## config.mk

```make
export PLATFORM = sky130hd
export DESIGN_NAME = operand_entry
export DESIGN_NICKNAME = d
export VERILOG_FILES = /design/src/rtl/operand_entry_pkg.sv /design/src/rtl/key_edge.sv /design/src/rtl/operand_entry.sv
export SDC_FILE = /design/constraint.sdc
export NUM_CORES = 1
export LEC_CHECK = 0
export ABC_AREA = 1
export CORE_MARGIN = 4
export CORE_UTILIZATION = 51
export DETAILED_ROUTE_END_ITERATION = 16
export HOLD_SLACK_MARGIN = 0.05
export PLACE_DENSITY = 0.78
export SYNTH_ARGS = -nofsm -noshare
export SYNTH_HDL_FRONTEND = slang
export SYNTH_SLANG_ARGS = --single-unit
```

## constraint.sdc

```tcl
create_clock -name hz100 -period 1.8 [get_ports hz100]
set_clock_uncertainty 0.15 [all_clocks]
set_input_delay 0.27 -clock hz100 [delete_from_list [all_inputs] [get_ports hz100]]
set_output_delay 0.27 -clock hz100 [all_outputs]
set_load 0.005 [all_outputs]
```

## src/rtl/operand_entry_pkg.sv

```systemverilog
// Shared types and constants for the operand-entry stage feeding the 4-bit adder.
package operand_entry_pkg;

  localparam int NUM_KEYS = 16;  // hex digit pads
  localparam int DIGIT_W  = 4;   // bits per hex digit

  // Current entry field; the encoding is visible on the state output.
  typedef enum logic [1:0] {
    ENTER_A = 2'd0,
    ENTER_B = 2'd1,
    ENTER_C = 2'd2,
    PRESENT = 2'd3
  } state_t;

endpackage

```

## src/rtl/key_edge.sv

```systemverilog
// Press detector for the 16 hex pads plus enter and clear.
// Optional 2-flop input synchronizer when OPERAND_ENTRY_SYNC_EN is defined.
// Every flop resets to 1 so a key held through reset never reads as a press.
module key_edge
  import operand_entry_pkg::*;
(
  input  logic                i_clk,
  input  logic                i_rst_n,
  input  logic [NUM_KEYS-1:0] i_keys,
  input  logic                i_enter,
  input  logic                i_clear,
  output logic                o_digit_hit,
  output logic [DIGIT_W-1:0]  o_digit,
  output logic                o_enter_hit,
  output logic                o_clear_hit
);

  localparam int NUM_IN = NUM_KEYS + 2;

  logic [NUM_IN-1:0] w_raw;
  logic [NUM_IN-1:0] w_in;
  logic [NUM_IN-1:0] r_sample;
  logic [NUM_IN-1:0] r_prev;
  logic [NUM_IN-1:0] w_rise;

  assign w_raw = {i_clear, i_enter, i_keys};

`ifdef OPERAND_ENTRY_SYNC_EN
  logic [NUM_IN-1:0] r_sync1;
  logic [NUM_IN-1:0] r_sync2;

  // Two-stage synchronizer for the asynchronous pushbutton inputs.
  always_ff @(posedge i_clk) begin
    if (!i_rst_n) begin
      r_sync1 <= '1;
      r_sync2 <= '1;
    end else begin
      r_sync1 <= w_raw;
      r_sync2 <= r_sync1;
    end
  end

  assign w_in = r_sync2;
`else
  assign w_in = w_raw;
`endif

  // Sample register and its one-cycle-old copy for rising-edge detection.
  always_ff @(posedge i_clk) begin
    if (!i_rst_n) begin
      r_sample <= '1;
      r_prev   <= '1;
    end else begin
      // NOTE: non-blocking so r_prev captures the old r_sample, not the new one.
      r_sample <= w_in;
      r_prev   <= r_sample;
    end
  end

  assign w_rise = r_sample & ~r_prev;

  // Lowest-index digit wins when several pads rise together.
  always_comb begin
    // NOTE: default first so every path assigns o_digit and no latch is inferred.
    o_digit = '0;
    for (int i = NUM_KEYS - 1; i >= 0; i--) begin
      if (w_rise[i]) o_digit = DIGIT_W'(i);
    end
  end

  assign o_digit_hit = |w_rise[NUM_KEYS-1:0];
  assign o_enter_hit = w_rise[NUM_KEYS];
  assign o_clear_hit = w_rise[NUM_KEYS+1];

endmodule

```

## src/rtl/operand_entry.sv

```systemverilog
// Operand-entry stage: collects A, B and carry-in from front-panel keys and
// hands them to the adder with a valid/ready handshake.
// Build option OPERAND_ENTRY_SYNC_EN adds a 2-flop key synchronizer (in key_edge).
module operand_entry
  import operand_entry_pkg::*;
#(
  parameter int WIDTH = 4  // multiple of 4, one hex digit per nibble
) (
  input  logic                hz100,
  input  logic                reset_n,
  input  logic [NUM_KEYS-1:0] keys,
  input  logic                enter,
  input  logic                clear,
  input  logic                op_ready,
  output logic [WIDTH-1:0]    opa,
  output logic [WIDTH-1:0]    opb,
  output logic                cin,
  output logic                op_valid,
  output logic [1:0]          state
);

  logic               w_digit_hit;
  logic [DIGIT_W-1:0] w_digit;
  logic               w_enter_hit;
  logic               w_clear_hit;
  logic               w_transfer;

  state_t             r_state;
  state_t             w_state_next;
  logic [WIDTH-1:0]   r_opa;
  logic [WIDTH-1:0]   w_opa_next;
  logic [WIDTH-1:0]   r_opb;
  logic [WIDTH-1:0]   w_opb_next;
  logic               r_cin;
  logic               w_cin_next;
  logic               r_op_valid;

  key_edge u_key_edge (
    .i_clk       (hz100),
    .i_rst_n     (reset_n),
    .i_keys      (keys),
    .i_enter     (enter),
    .i_clear     (clear),
    .o_digit_hit (w_digit_hit),
    .o_digit     (w_digit),
    .o_enter_hit (w_enter_hit),
    .o_clear_hit (w_clear_hit)
  );

  assign w_transfer = r_op_valid & op_ready;

  // State and field registers; op_valid is registered alongside PRESENT.
  always_ff @(posedge hz100) begin
    if (!reset_n) begin
      r_state    <= ENTER_A;
      r_opa      <= '0;
      r_opb      <= '0;
      r_cin      <= 1'b0;
      r_op_valid <= 1'b0;
    end else begin
      r_state    <= w_state_next;
      r_opa      <= w_opa_next;
      r_opb      <= w_opb_next;
      r_cin      <= w_cin_next;
      r_op_valid <= (w_state_next == PRESENT);
    end
  end

  // Field sequencing: clear beats everything, enter advances, transfer restarts.
  always_comb begin
    w_state_next = r_state;
    if (w_clear_hit) begin
      w_state_next = ENTER_A;
    end else begin
      case (r_state)
        ENTER_A: if (w_enter_hit) w_state_next = ENTER_B;
        ENTER_B: if (w_enter_hit) w_state_next = ENTER_C;
        ENTER_C: if (w_enter_hit) w_state_next = PRESENT;
        PRESENT: if (w_transfer)  w_state_next = ENTER_A;
        default: w_state_next = ENTER_A;
      endcase
    end
  end

  // Field updates: digits shift into A/B, 0/1 set carry-in, fields freeze in PRESENT.
  always_comb begin
    w_opa_next = r_opa;
    w_opb_next = r_opb;
    w_cin_next = r_cin;
    if (w_clear_hit) begin
      w_opa_next = '0;
      w_opb_next = '0;
      w_cin_next = 1'b0;
    end else begin
      case (r_state)
        ENTER_A: if (w_digit_hit) w_opa_next = WIDTH'({r_opa, w_digit});
        ENTER_B: if (w_digit_hit) w_opb_next = WIDTH'({r_opb, w_digit});
        ENTER_C: begin
          if (w_digit_hit && w_digit == 4'd0) w_cin_next = 1'b0;
          if (w_digit_hit && w_digit == 4'd1) w_cin_next = 1'b1;
        end
        PRESENT: begin
          if (w_transfer) begin
            w_opa_next = '0;
            w_opb_next = '0;
            w_cin_next = 1'b0;
          end
        end
        default: ;
      endcase
    end
  end

  assign opa      = r_opa;
  assign opb      = r_opb;
  assign cin      = r_cin;
  assign op_valid = r_op_valid;
  assign state    = r_state;

endmodule

```

==> impl_metrics.ini, run 1 <==
[setup_path]
path_delay_family = buffers and inverters
cp_max_fo = 6
startpoint_type = register
critical-path-slowest-cell = clkdlybuf4s50_1
crit_required_ps = 1380
critPathCaptureType = primary output
worstSetupPathType = register to primary output
worstPathCellList = clkdlybuf4s50_1
arrival_ps = 1260
cpPeakStageDelay_ps = 510
crit_buf_inv = 1

[routing]
drt_first_pass_iters = 4
num_vias = 1381
drt_iter0_markers = 105
via_per_inst = 4.57
drc_errors = 0
antenna_left = 0
totalWireLength_um = 3130
wl_per_cell_um = 10.4

[job]
maxCapViolCount = 0

[synthesis]
synth_cell_types = 26
synth_compound_area_frac = 0.0972
synth_top_family_by_area = simple AND/OR/NAND/NOR gates
synthCells = 219
synth-xor-area-share = 0
yosysWarnings = 0
syn_area_um2 = 1850
synth_fa_ha_area_frac = 0
post_synth.cell_area_avg_um2 = 8.46
muxShareOfSynthArea = 0
ys_seq_area_frac = 0.519
yosys.area_share.simple = 0.311
synth_nets = 240
synth-seq-cells = 48

[timing]
min_period_over_period = 0.935
fin_setup_tns_ps = 0
maxSlewHeadroom = 0.685
final-max-slew-violation-count = 0
finalSetupViolCount = 0
rsz0062_at_grt = yes
hold_violations = 0
setup_ws_ps = 118
tightest_slew_ps = 472
fmax_ghz = 0.594
finalCriticalPeriod_ps = 1680
holdWs_ps = 274

[die]
io_pins = 33
die_y_um = 68.3
rows = 21
design.core.area_um2 = 3420
initial_utilization = 0.542
die_area_um2 = 4660
dieWidth_um = 68.3

[clock_tree]
cts_buffer_depth = 2
postCtsSetupRepairBufs = 0
clkSinkCount = 48
cts_buffers = 5
clk_pin_slew_ps = 130
tritoncts = yes
hold_buffers = 0
htreeDepth = 2
clkLatencyLatePin_ps = 350
cts_root_buffer = clkbuf_4

[finish]
syn2layout_area_growth_pct = 27.3
final_cell_mix = 48 x nand2_1, 44 x dfxtp_1, 32 x clkdlybuf4s50_1
diodes = 0
final_cells = 302
drive_gt1_frac = 0.266
nets = 277
layout_commonest_cell = nand2_1

[place]
dp_hpwl_um = 2320
port_buffers = 32
gp_congestion = 0.885
dp_worst_setup_slack_ps = 131
dp_cells = 295

[status]
status = finished, final reports clean

[global_routing]
grt_overflow = 0
grtUsageTotal = 0.155
first_global_vias = 1278
antenna_found_initial = 0
grt_start_max_net_pins = 23
grt_pass1_wl_um = 5230

[pwr]
ir_worst_vdd_uv = 570
powerDensity_nw_per_um2 = 915
p_leak_nw = 1.07

[min_path]
hold_class = register to register
path summary, 6_finish.rpt:
kind,start,to,slack (ps),cells after the start
setup reg to reg,u_key_edge.r_sample[11]$_SDFF_PN1_,opa[1]$_SDFFE_PP0P_,130,11
hold reg to reg,u_key_edge.r_sample[10]$_SDFF_PN1_,u_key_edge.r_prev[10]$_SDFF_PN1_,270,2
setup / recovery,state[1]$_SDFF_PN0_,state[1],120,1
hold / removal,u_key_edge.r_sample[10]$_SDFF_PN1_,u_key_edge.r_prev[10]$_SDFF_PN1_,270,2
through the flow:
step	utilization	power (mW)	area (um2)
after CTS	0.682	2.17	2330
after detailed placement	0.653	1.44	2230
final	0.690	2.16	2360
after global routing	0.690	2.26	2360
after global placement	0.653	1.43	2230
after floorplan	-	1.33	1850
synthesized netlist by cell type:
master | n | area share
inv_1 | 26 | 0.053
nor2_1 | 13 | 0.026
o21ai_0 | 2 | 0.0054
a211oi_1 | 1 | 0.0041
nand4_1 | 1 | 0.0034
a2111oi_4 | 1 | 0.015
nand2_2 | 2 | 0.0068
nand2_4 | 2 | 0.012
a21oi_4 | 2 | 0.018
nand4_2 | 1 | 0.0068
or2_2 | 23 | 0.078
or2_4 | 6 | 0.028
nor2_2 | 3 | 0.010
inv_2 | 6 | 0.012
nand2_1 | 50 | 0.10
dfxtp_1 | 48 | 0.52
a21oi_1 | 11 | 0.030
nor2_8 | 1 | 0.011
clkbuf_1 | 4 | 0.0081
o21ai_1 | 5 | 0.014
a22o_1 | 1 | 0.0047
o21bai_1 | 1 | 0.0041
nor2_4 | 1 | 0.0061
or2_1 | 4 | 0.014
a31oi_1 | 1 | 0.0034
nand3_1 | 3 | 0.0081
cells by family (layout without fill, tap and decap cells):
| logic type | after synthesis | count (layout) |
|---|---|---|
| buffers and inverters | 36 | 73 |
| flip-flops | 48 | 48 |
| AND/OR/NAND/NOR | 110 | 110 |
| AO/OA/AOI/OAI | 25 | 25 |
routing by layer:
metal  vias up  share of wire  GRT usage
met1       602           0.45      0.172
met3         7          0.067     0.0575
li1        736              -          -
met4         0          0.024     0.0943
met2        36           0.46      0.252
met5         -              0          0
report_power, final:
part / switching [mW] / internal (mW) / total [mW]
Sequential: 0.0179 / 1.12 / 1.13
Clock: 0.314 / 0.425 / 0.739
Combinational: 0.136 / 0.149 / 0.285
registers in the layout (all words and copies together) (netlist names):
| name | flops |
|---|---|
| u_key_edge.r_sample | 18 |
| opa | 4 |
| u_key_edge.r_prev | 18 |
| cin | 1 |
| state | 2 |
| op_valid | 1 |
| opb | 4 |
layout make-up:
cell class | count | area, um2
clock inverter | 2 | 60.1
tap | 46 | 57.6
fill | 288 | 1060
clock buffer | 5 | 37.5
inverter | 32 | 120
sequential | 48 | 966
multi-input combinational | 135 | 782
timing repair buffer | 34 | 335
what timing repair did:
action | in CTS | in global routing
endpoints found under the setup margin | 0 | 8
hold endpoints to repair | 0 | 0
gates resized for setup | 0 | 11
worst reg2reg max path, stage by stage (launching register included):
cell and delay [ps]:
dfxtp_1 320, inv_1 50, or2_1 120, nand2_1 80, nor2_2 150, nand2_1 80, nor2_2 120, inv_2 70
a21oi_4 160, inv_2 80, o21ai_1 130, a21oi_1 60
Note: power is estimated with default switching activity, not from simulation.
==> inputs of run 2 (changes only) <==
--- a/config.mk
+++ b/config.mk
@@ -10,7 +10,7 @@
 export CORE_UTILIZATION = 51
 export DETAILED_ROUTE_END_ITERATION = 16
 export HOLD_SLACK_MARGIN = 0.05
-export PLACE_DENSITY = 0.78
+export PLACE_DENSITY = 0.85
 export SYNTH_ARGS = -nofsm -noshare
 export SYNTH_HDL_FRONTEND = slang
 export SYNTH_SLANG_ARGS = --single-unit
==> run 2 against run 1 <==
Effect of this change: die area did not move; non-clock buffer count unchanged; hold slack got worse by 0.70 ps; fmax down 3.9%; power shrank 11%; clock power decreased by 33%; setup slack lost 68 ps; via count increased by 1.7%; global-route usage is 1.3 points lower; largest power group unchanged.
==> impl_metrics.ini, run 2 (synthesis gave the netlist of run 1 again) <==
[status]
status = finished, final reports clean

[global_routing]
antenna_found_initial = 0
grt_start_max_net_pins = 23
grt_overflow = 0
grtUsageTotal = 0.142
grt_pass1_wl_um = 4910
first_global_vias = 1242

[job]
maxCapViolCount = 0

[die]
design.core.area_um2 = 3420
rows = 21
initial_utilization = 0.542
die_area_um2 = 4660
io_pins = 33
dieWidth_um = 68.3
die_y_um = 68.3

[timing]
rsz0062_at_grt = yes
tightest_slew_ps = 456
maxSlewHeadroom = 0.695
setup_ws_ps = 49.8
holdWs_ps = 273
final-max-slew-violation-count = 0
min_period_over_period = 0.972
finalSetupViolCount = 0
hold_violations = 0
fmax_ghz = 0.571
fin_setup_tns_ps = 0
finalCriticalPeriod_ps = 1750

[routing]
wl_per_cell_um = 10.3
drt_iter0_markers = 80
drc_errors = 0
num_vias = 1405
drt_first_pass_iters = 4
totalWireLength_um = 3120
via_per_inst = 4.64
antenna_left = 0

[setup_path]
crit_buf_inv = 1
critPathCaptureType = primary output
crit_required_ps = 1380
critical-path-slowest-cell = clkdlybuf4s50_1
arrival_ps = 1330
cp.depth = 1
cpPeakStageDelay_ps = 540
r2r.worst_path.cells = 11
startpoint_type = register
r2r_start = u_key_edge.r_sample[5]$_SDFF_PN1_
crit_end = state[0]
worstSetupPathType = register to primary output
path_delay_family = buffers and inverters
r2r-end = opb[1]$_SDFFE_PP0P_
cp_max_fo = 5
worstPathCellList = clkdlybuf4s50_1
critPathLaunch = state[0]$_SDFF_PN0_
rrSetupSlack_ps = 100

[finish]
nets = 277
syn2layout_area_growth_pct = 25.7
final_cells = 303
final_cell_mix = 48 x nand2_1, 47 x dfxtp_1, 32 x clkdlybuf4s50_1
drive_gt1_frac = 0.257
finish.utilization = 0.682
top_regs = u_key_edge.r_prev: 18 flops, u_key_edge.r_sample: 18 flops
layout_commonest_cell = nand2_1
diodes = 0
finish.instance_area_um2 = 2330

[pwr]
total_power_mw = 1.92
clock_power_share = 0.257
switching_share = 0.261
switchingPower_mw = 0.503
intPower_mw = 1.42
pwr-share-seq = 0.590
p_leak_nw = 1.05
combPwrFrac = 0.153
ir_worst_vdd_uv = 465
powerDensity_nw_per_um2 = 826

[clock_tree]
cts_buffers = 5
postCtsSetupRepairBufs = 0
clkLatencyLatePin_ps = 360
ctsResizeCount = 0
tritoncts = yes
clk_pin_slew_ps = 140
htreeDepth = 2
clkSinkCount = 48
hold_buffers = 0
cts_buffer_depth = 2
cts_root_buffer = clkbuf_4

[place]
gp_congestion = 0.907
dp_worst_setup_slack_ps = 139
post_dp_cell_area_um2 = 2230
port_buffers = 32
dp_cells = 295
dp_hpwl_um = 2320

[min_path]
hold_class = register to register
holdPathStages = 2
-- run 2: power groups by stage --
stage	logic [mW]	registers (mW)	clock network, mW
4_1_cts	0.282	1.13	0.501
6_report	0.295	1.14	0.495
3_3_place_gp	0.276	1.16	0
2_1_floorplan	0.175	1.16	0
3_5_place_dp	0.282	1.16	0
5_1_grt	0.329	1.14	0.543
-- run 2: area by class of cell --
| class | instances | area (um2) |
|---|---|---|
| Clock inverter | 3 | 23.8 |
| Timing Repair Buffer | 34 | 335 |
| Clock buffer | 5 | 37.5 |
| Tap cell | 46 | 57.6 |
| Multi-Input combinational cell | 135 | 793 |
| Inverter | 32 | 120 |
| Fill cell | 275 | 1090 |
| Sequential cell | 48 | 962 |
-- run 2: worst min path at each step --
stage | from | to | slack [ps]
final | u_key_edge.r_sample[3]$_SDFF_PN1_ | u_key_edge.r_prev[3]$_SDFF_PN1_ | 270
after global routing | keys[7] | u_key_edge.r_sample[7]$_SDFF_PN1_ | 290
after CTS | u_key_edge.r_sample[3]$_SDFF_PN1_ | u_key_edge.r_prev[3]$_SDFF_PN1_ | 280
after detailed placement | u_key_edge.r_sample[16]$_SDFF_PN1_ | u_key_edge.r_prev[16]$_SDFF_PN1_ | 250
after global placement | u_key_edge.r_sample[10]$_SDFF_PN1_ | u_key_edge.r_prev[10]$_SDFF_PN1_ | 240
after floorplan | keys[0] | u_key_edge.r_sample[0]$_SDFF_PN1_ | 230
-- run 2: worst register-to-register path, stage by stage, from the launching register on --
cell and delay (ps):
dfxtp_1 320, inv_1 60, or2_4 130, nand2_4 70, nor2_8 130, nand4_4 90, nor2_2 120, inv_2 70
a21oi_4 210, inv_2 70, nand4_1 120, a21oi_2 60
-- run 2: layer usage --
metal	vias up	wire [um]	track usage
met1	622	1380	0.170
li1	736	-	-
met5	-	0	0
met2	37	1500	0.235
met3	10	167	0.0345
met4	0	70	0.0744
